### config.mk
export PLATFORM = sky130hd
export DESIGN_NAME = frame_sync
export DESIGN_NICKNAME = d
export VERILOG_FILES = /design/src/rtl/mp3_pkg.sv /design/src/rtl/frame_sync.sv
export SDC_FILE = /design/constraint.sdc
export NUM_CORES = 1
export LEC_CHECK = 0
export ABC_AREA = 1
export CORE_UTILIZATION = 40
export DETAILED_ROUTE_END_ITERATION = 6
export PLACE_DENSITY_LB_ADDON = 0.08
export SLEW_MARGIN = 20
export SYNTH_ARGS = -nofsm -noshare
export SYNTH_HDL_FRONTEND = slang
export SYNTH_SLANG_ARGS = --single-unit
### constraint.sdc
create_clock -name clk -period 5.3 [get_ports clk]
set_clock_uncertainty 0.1 [all_clocks]
set_input_delay 1.06 -clock clk [delete_from_list [all_inputs] [get_ports clk]]
set_output_delay 1.06 -clock clk [all_outputs]
set_load 0.05 [all_outputs]
### src/rtl/mp3_pkg.sv
`default_nettype none
// ============================================================================
// Module   : mp3_pkg
// Purpose  : Shared constants, state encoding and helpers for frame_sync.
// Revision : 1.0 - initial release
// ============================================================================
package mp3_pkg;

  localparam int HDR_BYTES   = 4;
  localparam int CRC_BYTES   = 2;
  localparam int SIDE_MONO   = 17;
  localparam int SIDE_STEREO = 32;
  localparam int CNT_W       = 11;

  localparam logic [1:0] MODE_MONO = 2'b11;

  typedef enum logic [2:0] {
    HUNT = 3'd0,
    CRC  = 3'd1,
    SIDE = 3'd2,
    MAIN = 3'd3,
    HDR  = 3'd4
  } state_t;

  // Side-information length implied by the channel mode.
  function automatic logic [CNT_W-1:0] side_bytes(input logic [1:0] mode);
    return (mode == MODE_MONO) ? CNT_W'(SIDE_MONO) : CNT_W'(SIDE_STEREO);
  endfunction

endpackage
`default_nettype wire

### src/rtl/frame_sync.sv
`default_nettype none
// ============================================================================
// Module   : frame_sync
// Purpose  : Locks onto MPEG-1 Layer III frames, strips header/CRC and tags
//            the remaining bytes as side information or main data.
// Revision : 1.0 - initial release
// ============================================================================
module frame_sync
  import mp3_pkg::*;
(
  input  logic        clk,
  input  logic        rst,
  input  logic [7:0]  axiid,
  input  logic        axiiv,
  input  logic        valid_header,
  input  logic        prot,
  input  logic [1:0]  mode,
  input  logic [10:0] frame_size,
  output logic [7:0]  axiod,
  output logic        axiov,
  output logic        side_v,
  output logic        main_v,
  output logic        mono,
  output logic        frame_start,
  output logic        frame_done,
  output logic        locked,
  output logic        sync_lost
);

  state_t           r_state, w_state_nx;
  logic [CNT_W-1:0] r_cnt, w_cnt_nx;
  logic [CNT_W-1:0] r_side_len, w_side_len_nx;
  logic [CNT_W-1:0] r_main_len, w_main_len_nx;
  logic             r_mono, w_mono_nx;
  logic             r_locked, w_locked_nx;
  logic             r_side_v, w_side_v_nx;
  logic             r_main_v, w_main_v_nx;
  logic             r_frame_start, w_frame_start_nx;
  logic             r_frame_done, w_frame_done_nx;
  logic             r_sync_lost, w_sync_lost_nx;
  logic [7:0]       r_axiid_d;
  logic             r_axiiv_d;

  logic [CNT_W-1:0] w_crc_len;
  logic [CNT_W-1:0] w_hdr_side;
  logic [CNT_W-1:0] w_overhead;
  logic [CNT_W-1:0] w_cnt_dec;
  logic             w_cnt_last;
  logic             w_hdr_ok;
  logic             w_hdr_check;

  assign w_crc_len  = prot ? '0 : CNT_W'(CRC_BYTES);
  assign w_hdr_side = side_bytes(mode);
  assign w_overhead = CNT_W'(HDR_BYTES) + w_crc_len + w_hdr_side;
  // A header too short to hold its own side info is as bad as no header.
  assign w_hdr_ok   = valid_header && (frame_size >= w_overhead);
  assign w_cnt_dec  = r_cnt - CNT_W'(1);
  assign w_cnt_last = (w_cnt_dec == '0);
  assign w_hdr_check = r_axiiv_d &&
                       ((r_state == HUNT) || ((r_state == HDR) && (r_cnt == '0)));

  always_comb begin
    w_state_nx       = r_state;
    w_cnt_nx         = r_cnt;
    w_side_len_nx    = r_side_len;
    w_main_len_nx    = r_main_len;
    w_mono_nx        = r_mono;
    w_locked_nx      = r_locked;
    w_side_v_nx      = 1'b0;
    w_main_v_nx      = 1'b0;
    w_frame_start_nx = 1'b0;
    w_frame_done_nx  = 1'b0;
    w_sync_lost_nx   = 1'b0;

    case (r_state)
      HUNT, HDR: begin
        if (w_hdr_check) begin
          if (w_hdr_ok) begin
            w_mono_nx        = (mode == MODE_MONO);
            w_side_len_nx    = w_hdr_side;
            w_main_len_nx    = frame_size - w_overhead;
            w_frame_start_nx = 1'b1;
            w_locked_nx      = 1'b1;
            // The byte arriving alongside the check already belongs to the new frame.
            if (!prot) begin
              w_state_nx = CRC;
              w_cnt_nx   = axiiv ? CNT_W'(CRC_BYTES - 1) : CNT_W'(CRC_BYTES);
            end else begin
              w_state_nx  = SIDE;
              w_side_v_nx = axiiv;
              w_cnt_nx    = axiiv ? (w_hdr_side - CNT_W'(1)) : w_hdr_side;
            end
          end else if (r_state == HDR) begin
            w_sync_lost_nx = 1'b1;
            w_locked_nx    = 1'b0;
            w_state_nx     = HUNT;
            w_cnt_nx       = '0;
          end
        end else if ((r_state == HDR) && axiiv && (r_cnt != '0)) begin
          w_cnt_nx = w_cnt_dec;
        end
      end

      CRC: begin
        if (axiiv) begin
          if (w_cnt_last) begin
            w_state_nx = SIDE;
            w_cnt_nx   = r_side_len;
          end else begin
            w_cnt_nx = w_cnt_dec;
          end
        end
      end

      SIDE: begin
        if (axiiv) begin
          w_side_v_nx = 1'b1;
          if (w_cnt_last) begin
            if (r_main_len == '0) begin
              w_frame_done_nx = 1'b1;
              w_state_nx      = HDR;
              w_cnt_nx        = CNT_W'(HDR_BYTES);
            end else begin
              w_state_nx = MAIN;
              w_cnt_nx   = r_main_len;
            end
          end else begin
            w_cnt_nx = w_cnt_dec;
          end
        end
      end

      MAIN: begin
        if (axiiv) begin
          w_main_v_nx = 1'b1;
          if (w_cnt_last) begin
            w_frame_done_nx = 1'b1;
            w_state_nx      = HDR;
            w_cnt_nx        = CNT_W'(HDR_BYTES);
          end else begin
            w_cnt_nx = w_cnt_dec;
          end
        end
      end

      default: begin
        w_state_nx = HUNT;
        w_cnt_nx   = '0;
      end
    endcase
  end

  always_ff @(posedge clk) begin
    if (rst) begin
      r_state       <= HUNT;
      r_cnt         <= '0;
      r_side_len    <= '0;
      r_main_len    <= '0;
      r_mono        <= 1'b0;
      r_locked      <= 1'b0;
      r_side_v      <= 1'b0;
      r_main_v      <= 1'b0;
      r_frame_start <= 1'b0;
      r_frame_done  <= 1'b0;
      r_sync_lost   <= 1'b0;
      r_axiid_d     <= 8'd0;
      r_axiiv_d     <= 1'b0;
    end else begin
      r_state       <= w_state_nx;
      r_cnt         <= w_cnt_nx;
      r_side_len    <= w_side_len_nx;
      r_main_len    <= w_main_len_nx;
      r_mono        <= w_mono_nx;
      r_locked      <= w_locked_nx;
      r_side_v      <= w_side_v_nx;
      r_main_v      <= w_main_v_nx;
      r_frame_start <= w_frame_start_nx;
      r_frame_done  <= w_frame_done_nx;
      r_sync_lost   <= w_sync_lost_nx;
      r_axiid_d     <= axiid;
      r_axiiv_d     <= axiiv;
    end
  end

  assign axiod       = r_axiid_d;
  assign side_v      = r_side_v;
  assign main_v      = r_main_v;
  assign axiov       = r_side_v | r_main_v;
  assign mono        = r_mono;
  assign frame_start = r_frame_start;
  assign frame_done  = r_frame_done;
  assign locked      = r_locked;
  assign sync_lost   = r_sync_lost;

endmodule
`default_nettype wire

==> results by group, run 1 <==
Placed design
  – Cell Count Post-Placement: 520
  – I/O Buffers: just over 40
  – Placement Cell Area: around 0.0032 mm²
  – Routability cong.: around 0.9
  – Placement Setup Slack: ~1500 ps
  – Post-detail-place hpwl: roughly 5500 µm

Worst setup path
  – Crit Path Max Fanout: 7
  – Critical Path Source: mode[0]
  – Critical R2R Capture: r_cnt[8]$_SDFFE_PP0P_
  – Setup crit end kind: flip-flop
  – Req. time, crit path: about 5500 ps
  – Worst EP arrival: approximately 3600 ps
  – Reg2Reg Depth: 16
  – R2R Setup Slk: roughly 2800 ps
  – CP Class: input port to flip-flop
  – Startpoint types: input port
  – Reg2reg start: r_cnt[0]$_SDFFE_PP0P_
  – CP Capture Point: r_main_len[10]$_SDFFE_PP0P_

Timing
  – Hold WS: between 300 and 400 ps
  – Final Worst Setup Slack: 1820 ps
  – Tcrit/Tclk final: around 66%
  – Worst-Margin Slew: 502 ps
  – Slew margin rel.: roughly 66%
  – Slew Limit Fails: 0
  – Final hold violation count: 0
  – Final setup vio count: 0
  – Max Freq: approximately 290 MHz
  – TNS Setup: 0 ps
  – RSZ-0062 raised after global routing: false
  – Post-route minimum period: around 3500 ps

Worst hold path
  – Hold path start: r_cnt[8]$_SDFFE_PP0P_
  – Worst hold path type: flip-flop to flip-flop

Power and ir drop
  – Leak Pwr: ~0.0015 µW
  – Worst vdd ir: 0.000176 V
  – Pwr Density: roughly 570 mW/mm²

Floorplanning
  – Num ports: 42
  – Rows: 29
  – Die width: approximately 85 µm
  – Die Height: 84.8 µm
  – Initial Utilization: between 40 and 50%
  – Die area: 0.00719 mm²
  – CORE AREA: between 0.006 and 0.007 mm²

Clock tree
  – Clk root buf: clkbuf_8
  – Clk buf depth: 2
  – TritonCTS buffer count: 5
  – Worst-path clk slew: around 90 ps
  – Clock Sinks: 42
  – Worst-Skew Late Latency: between 300 and 400 ps
  – CTS tree: done
  – H-tree depth: 2
  – Post-CTS resize count: 0
  – Post-CTS setup buffers: 0
  – CTS hold repair buffers: 0

Synthesis
  – Area leader, netlist: dfxtp_1
  – Ys async rst share: 0%
  – Mapped cell area: 0.00274 mm²
  – Seq cells post-synth: between 40 and 50
  – Synth top area cells: dfxtp_1, nand2_1, inv_1
  – Ys flop type: dfxtp_1
  – Area share of the largest cell type after synthesis: just over 30%
  – EDFF count, synth: 0
  – Post-Synthesis Cells: roughly 410
  – Yosys synthesis warning count: 0
  – Sequential-to-total area share from yosys stat: 30.7%
  – Synth unique cells: 41
  – Syn nets: between 400 and 500
  – Syn avg cell area: roughly 6.7 µm²

Route
  – Detailed Route Iter0 Violations: 139
  – Routed length per placed instance: around 13 µm
  – Vias post-DR: around 2500
  – TritonRoute pass-1 iters: 4
  – WL final: ~7000 µm
  – Antenna viol nets, final: 0
  – Remaining DRCs: 0
  – Via/cell ratio: 4.81

Run status
  – Status: finished, final reports clean

GRT
  – Vias in the first global route: approximately 2500
  – Initial antenna violation count: 0
  – First-pass GRT wire length: approximately 12000 µm
  – Largest net degree at the start of global routing: 31
  – Grt total ovfl: 0
  – Global-route total usage across every layer: around a fifth

Finish
  – Layout area overhead: 20.4%
  – Non-Filler Instances: 528
  – Finished Cell Area: ~0.0033 mm²
  – N_diodes: 0
  – Final net count: just under 500
  – Layout cell share with drive strength beyond 1: between 10% and 20%

Flow run
  – # Max-Cap Violations: 0
[state kept, by name, indices dropped and copies added, names as in the netlist]
name / flops
frame_done: 1
r_cnt: 11
r_main_len: 11
r_state: 3
axiod: 8
frame_start: 1
r_axiiv_d: 1
locked: 1
main_v: 1
r_side_len: 2
sync_lost: 1
side_v: 1
[cell families after synthesis]
group / after synthesis / synth area share, %
simple gates: 210 / 37.3
buf+inv: 79 / 11.6
compound gates: 59 / 12.2
flops: 42 / 30.7
xor+xnor: 10 / 3.74
fa+ha+maj: 9 / 4.38
[stage by stage]
step | total power (µW) | utilization (%)
after CTS | 1890 | 50.8
final | 1880 | 50.8
after global placement | 1650 | 49.3
after global routing | 2070 | 50.8
after floorplan | 1400 | -
after detailed placement | 1660 | 49.3
[layout by cell type, fill, tap and decap left out, drive strengths merged]
| master | count |
|---|---|
| o21ai | 21 |
| o22ai | 2 |
| fa | 1 |
| nor2 | 50 |
| nor4 | 1 |
| a211oi | 3 |
| o21bai | 1 |
| nor3b | 1 |
| clkbuf | 5 |
| o31ai | 1 |
| xnor2 | 1 |
| buf | 1 |
| nand3 | 28 |
| ha | 8 |
| clkdlybuf4s50 | 41 |
| nand2 | 111 |
| inv | 72 |
| clkinv | 2 |
| dfxtp | 42 |
| xor2 | 9 |
| nand4 | 9 |
| a21oi | 30 |
| nor3 | 6 |
| nand3b | 2 |
| o211ai | 1 |
| or2 | 2 |
[worst min path at each step]
stage | depth (start not counted) | slack (ps) | end
2_1_floorplan | 2 | 340 | r_side_len[5]$_SDFFE_PP0P_
3_3_place_gp | 2 | 370 | r_side_len[5]$_SDFFE_PP0P_
3_5_place_dp | 2 | 360 | r_cnt[8]$_SDFFE_PP0P_
4_1_cts | 2 | 370 | r_cnt[8]$_SDFFE_PP0P_
5_1_grt | 2 | 400 | r_side_len[5]$_SDFFE_PP0P_
6_report | 2 | 370 | r_cnt[8]$_SDFFE_PP0P_
[per-layer routing]
| metal | vias to the layer above | global-route usage (%) | part of all wire, % |
|---|---|---|---|
| met3 | 11 | 3.54 | 3.1 |
| met1 | 1115 | 27.2 | 47 |
| met2 | 49 | 35.8 | 48 |
| li1 | 1364 | - | - |
| met5 | - | 0 | 0 |
| met4 | 0 | 7.40 | 2.1 |
[synth_stat cells (2+ instances only)]
master    instances
a211oi_2          3
a21oi_1          29
buf_2             2
buf_6             2
clkbuf_1          3
dfxtp_1          42
ha_1              8
inv_1            59
inv_2            10
nand2_1         101
nand2_2           6
nand2_4           4
nand3_1          22
nand3_2           3
nand3_4           3
nand3b_1          2
nand4_1           9
nor2_1           41
nor2_2            6
nor2_4            3
nor3_1            5
o21ai_0          10
o21ai_1          10
o22ai_1           2
xor2_1            7
xor2_2            2
[power breakdown]
part	internal, µW	switching [µW]	leakage [µW]
combinational	426	779	0.00111
clock	97.9	130	0.0000495
sequential	381	66.7	0.000344
total	905	975	0.00150
[final cells by class]
cell class                 count  area (µm²)
clock buffer                   5        68.8
clock inverter                 3        26.3
fill                         689        3200
inverter                      71         268
multi-input combinational    288        1580
sequential                    42         841
tap                           77        96.3
timing repair buffer          42         418
[worst max-delay path, cell delays in order]
cell and delay, ps:
clkdlybuf4s50_1 450, nand2_1 180, inv_2 160, ha_1 160, inv_1 60, fa_1 400, a21oi_1 220, o21ai_0 120
nand2_1 70, nand2_1 60, nor2_1 190, nand2_1 140, nor3_1 150, nor2_1 60, a21oi_1 130
(Power assumes the default switching activity.)
==> run 2, diff against run 1 <==
Clock period 5.3 ns to 3.1 ns, I/O delays scaled along.
==> run 2 against run 1 <==
Sequential share of layout area decreased by 0.53 points. Critical path depth stayed put. Die area stayed put. Setup slack got worse by 1500 ps. Sequential power is 70% higher. Design area rose by 2.1%. Clock power up 63%. Clock-buffer cell count is the same. Combinational power rose by 76%. Global-route usage decreased by 0.46 points.
==> results by group, run 2 (synthesis results as in run 1) <==
Clock tree
  – TritonCTS buffer count: 5
  – Post-CTS resize count: 0
  – Worst-path clk slew: around 90 ps
  – Clk buf depth: 2
  – Worst-Skew Late Latency: roughly 300 ps
  – CTS hold repair buffers: 0
  – Clk root buf: clkbuf_8
  – CTS tree: done
  – Post-CTS setup buffers: 0
  – H-tree depth: 2
  – Clock Sinks: between 40 and 50

Timing
  – Tcrit/Tclk final: 89.8%
  – Slew Limit Fails: 0
  – Max Freq: 359 MHz
  – RSZ-0062 raised after global routing: false
  – TNS Setup: 0 ps
  – Post-route minimum period: approximately 2800 ps
  – Slew margin rel.: roughly two thirds
  – Final hold violation count: 0
  – Final setup vio count: 0
  – Worst-Margin Slew: just over 500 ps

Power and ir drop
  – Worst vdd ir: 0.000318 V
  – Leak Pwr: approximately 0.0015 µW
  – Pwr Density: approximately 970 mW/mm²

Worst hold path
  – Hold path start: r_cnt[8]$_SDFFE_PP0P_
  – Worst hold path type: flip-flop to flip-flop
  – Hold path cells: 2
  – Worst Hold Path EP: r_cnt[8]$_SDFFE_PP0P_

Finish
  – Layout area overhead: 22.9%
  – Final net count: slightly below 500
  – Most frequent cells in the layout: nand2_1, inv_1, dfxtp_1
  – Post-layout util: between 50% and 60%
  – Layout cell share with drive strength beyond 1: between 10% and 20%
  – N_diodes: 0
  – Commonest non-fill, non-tap cell in the layout: nand2_1

Floorplanning
  – Initial Utilization: 42.2%
  – Die Height: approximately 85 µm
  – Num ports: between 40 and 50
  – CORE AREA: about 0.0065 mm²
  – Die width: 84.8 µm
  – Die area: roughly 0.007 mm²
  – Rows: 29

GRT
  – Grt total ovfl: 0
  – Initial antenna violation count: 0
  – Largest net degree at the start of global routing: 25
  – First-pass GRT wire length: between 10000 and 15000 µm
  – Global-route total usage across every layer: 20.7%
  – Vias in the first global route: around 2600

Worst setup path
  – Startpoint types: input port
  – Reg2reg start: r_cnt[0]$_SDFFE_PP0P_
  – Worst EP arrival: 2920 ps
  – CP dominant cell by count: nand2_1
  – Setup crit end kind: flip-flop
  – R2R Setup Slk: 670 ps
  – Critical Path, Cell by Cell: clkdlybuf4s50_1 -> nand2_1 -> inv_2 -> ha_1 -> inv_1 -> fa_1 -> a21oi_1 -> o21ai_0 -> nand2_1 -> nand2_1 -> nor2_1 -> nand2_1 -> nor3_1 -> nor2_1 -> a21oi_1
  – Slowest stage delay, CP: roughly 450 ps
  – Crit Path Max Fanout: 3
  – CP max stage cell: clkdlybuf4s50_1
  – Critical R2R Capture: r_cnt[8]$_SDFFE_PP0P_
  – Req. time, crit path: around 3200 ps
  – Reg2Reg Depth: 16
  – CP Class: input port to flip-flop

Route
  – Antenna viol nets, final: 0
  – Vias post-DR: between 2000 and 3000
  – Remaining DRCs: 0
  – WL final: around 7000 µm
  – Routed length per placed instance: approximately 13 µm
  – TritonRoute pass-1 iters: 4
  – Via/cell ratio: 4.91
  – Detailed Route Iter0 Violations: ~140

Run status
  – Status: finished, final reports clean

Placed design
  – I/O Buffers: ~40
  – Post-detail-place hpwl: approximately 5500 µm
  – Routability cong.: between 0.8 and 0.9

Flow run
  – # Max-Cap Violations: 0
[run 2: changes by cell type in the layout (fill, tap and decap cells not counted), sizes merged]
| cell | delta |
|---|---|
| clkinvlp | +2 |
| inv | -2 |
| buf | +8 |
[run 2: critical path, delay by kind of cell]
kind	cells	cell delay, ps
adders and majority gates	2	520
AOI/OAI and AO/OA	3	480
and+or+nand+nor	7	720
buffers and inverters	3	580
[run 2: per-layer routing]
metal / global-route usage (%) / part of all wire, %
met1: 25.9 / 47
met2: 36.4 / 49
met3: 3.74 / 2.8
met4: 5.70 / 1.4
met5: 0 / 0
[run 2: where the power goes]
group,leakage [µW],internal (µW),switching (µW)
clock network,0.0000408,161,209
logic,0.00115,778,1350
registers,0.000344,651,110
total,0.00153,1590,1670
[run 2: worst max-delay path by stage]
stage | start | slack (ps) | end | cells after the start
floorplan | mode[0] | 570 | r_main_len[10]$_SDFFE_PP0P_ | 14
finish | mode[0] | 320 | r_main_len[10]$_SDFFE_PP0P_ | 15
global placement | mode[0] | 110 | r_cnt[1]$_SDFFE_PP0P_ | 19
detailed placement | mode[0] | 30 | r_main_len[10]$_SDFFE_PP0P_ | 15
global route | mode[0] | 50 | r_main_len[10]$_SDFFE_PP0P_ | 15
CTS | mode[0] | 340 | r_main_len[10]$_SDFFE_PP0P_ | 15
[run 2: cell type report]
class | instances | area, µm²
clock buffer | 5 | 68.8
clock inverter | 3 | 23.8
fill | 669 | 3130
inverter | 71 | 268
multi-input combinational | 288 | 1580
sequential | 42 | 841
tap | 77 | 96.3
timing repair buffer | 50 | 490
[run 2: stage by stage]
stage	hold slack (ps)	area (µm²)	instances	power (µW)	setup slack, ps
after floorplan	340	2740	409	2400	570
after global placement	358	3280	528	2870	114
after detailed placement	358	3280	528	2890	31.8
after CTS	372	3370	536	3280	336
after global routing	400	3370	536	3600	51.6
final	371	3370	536	3260	316
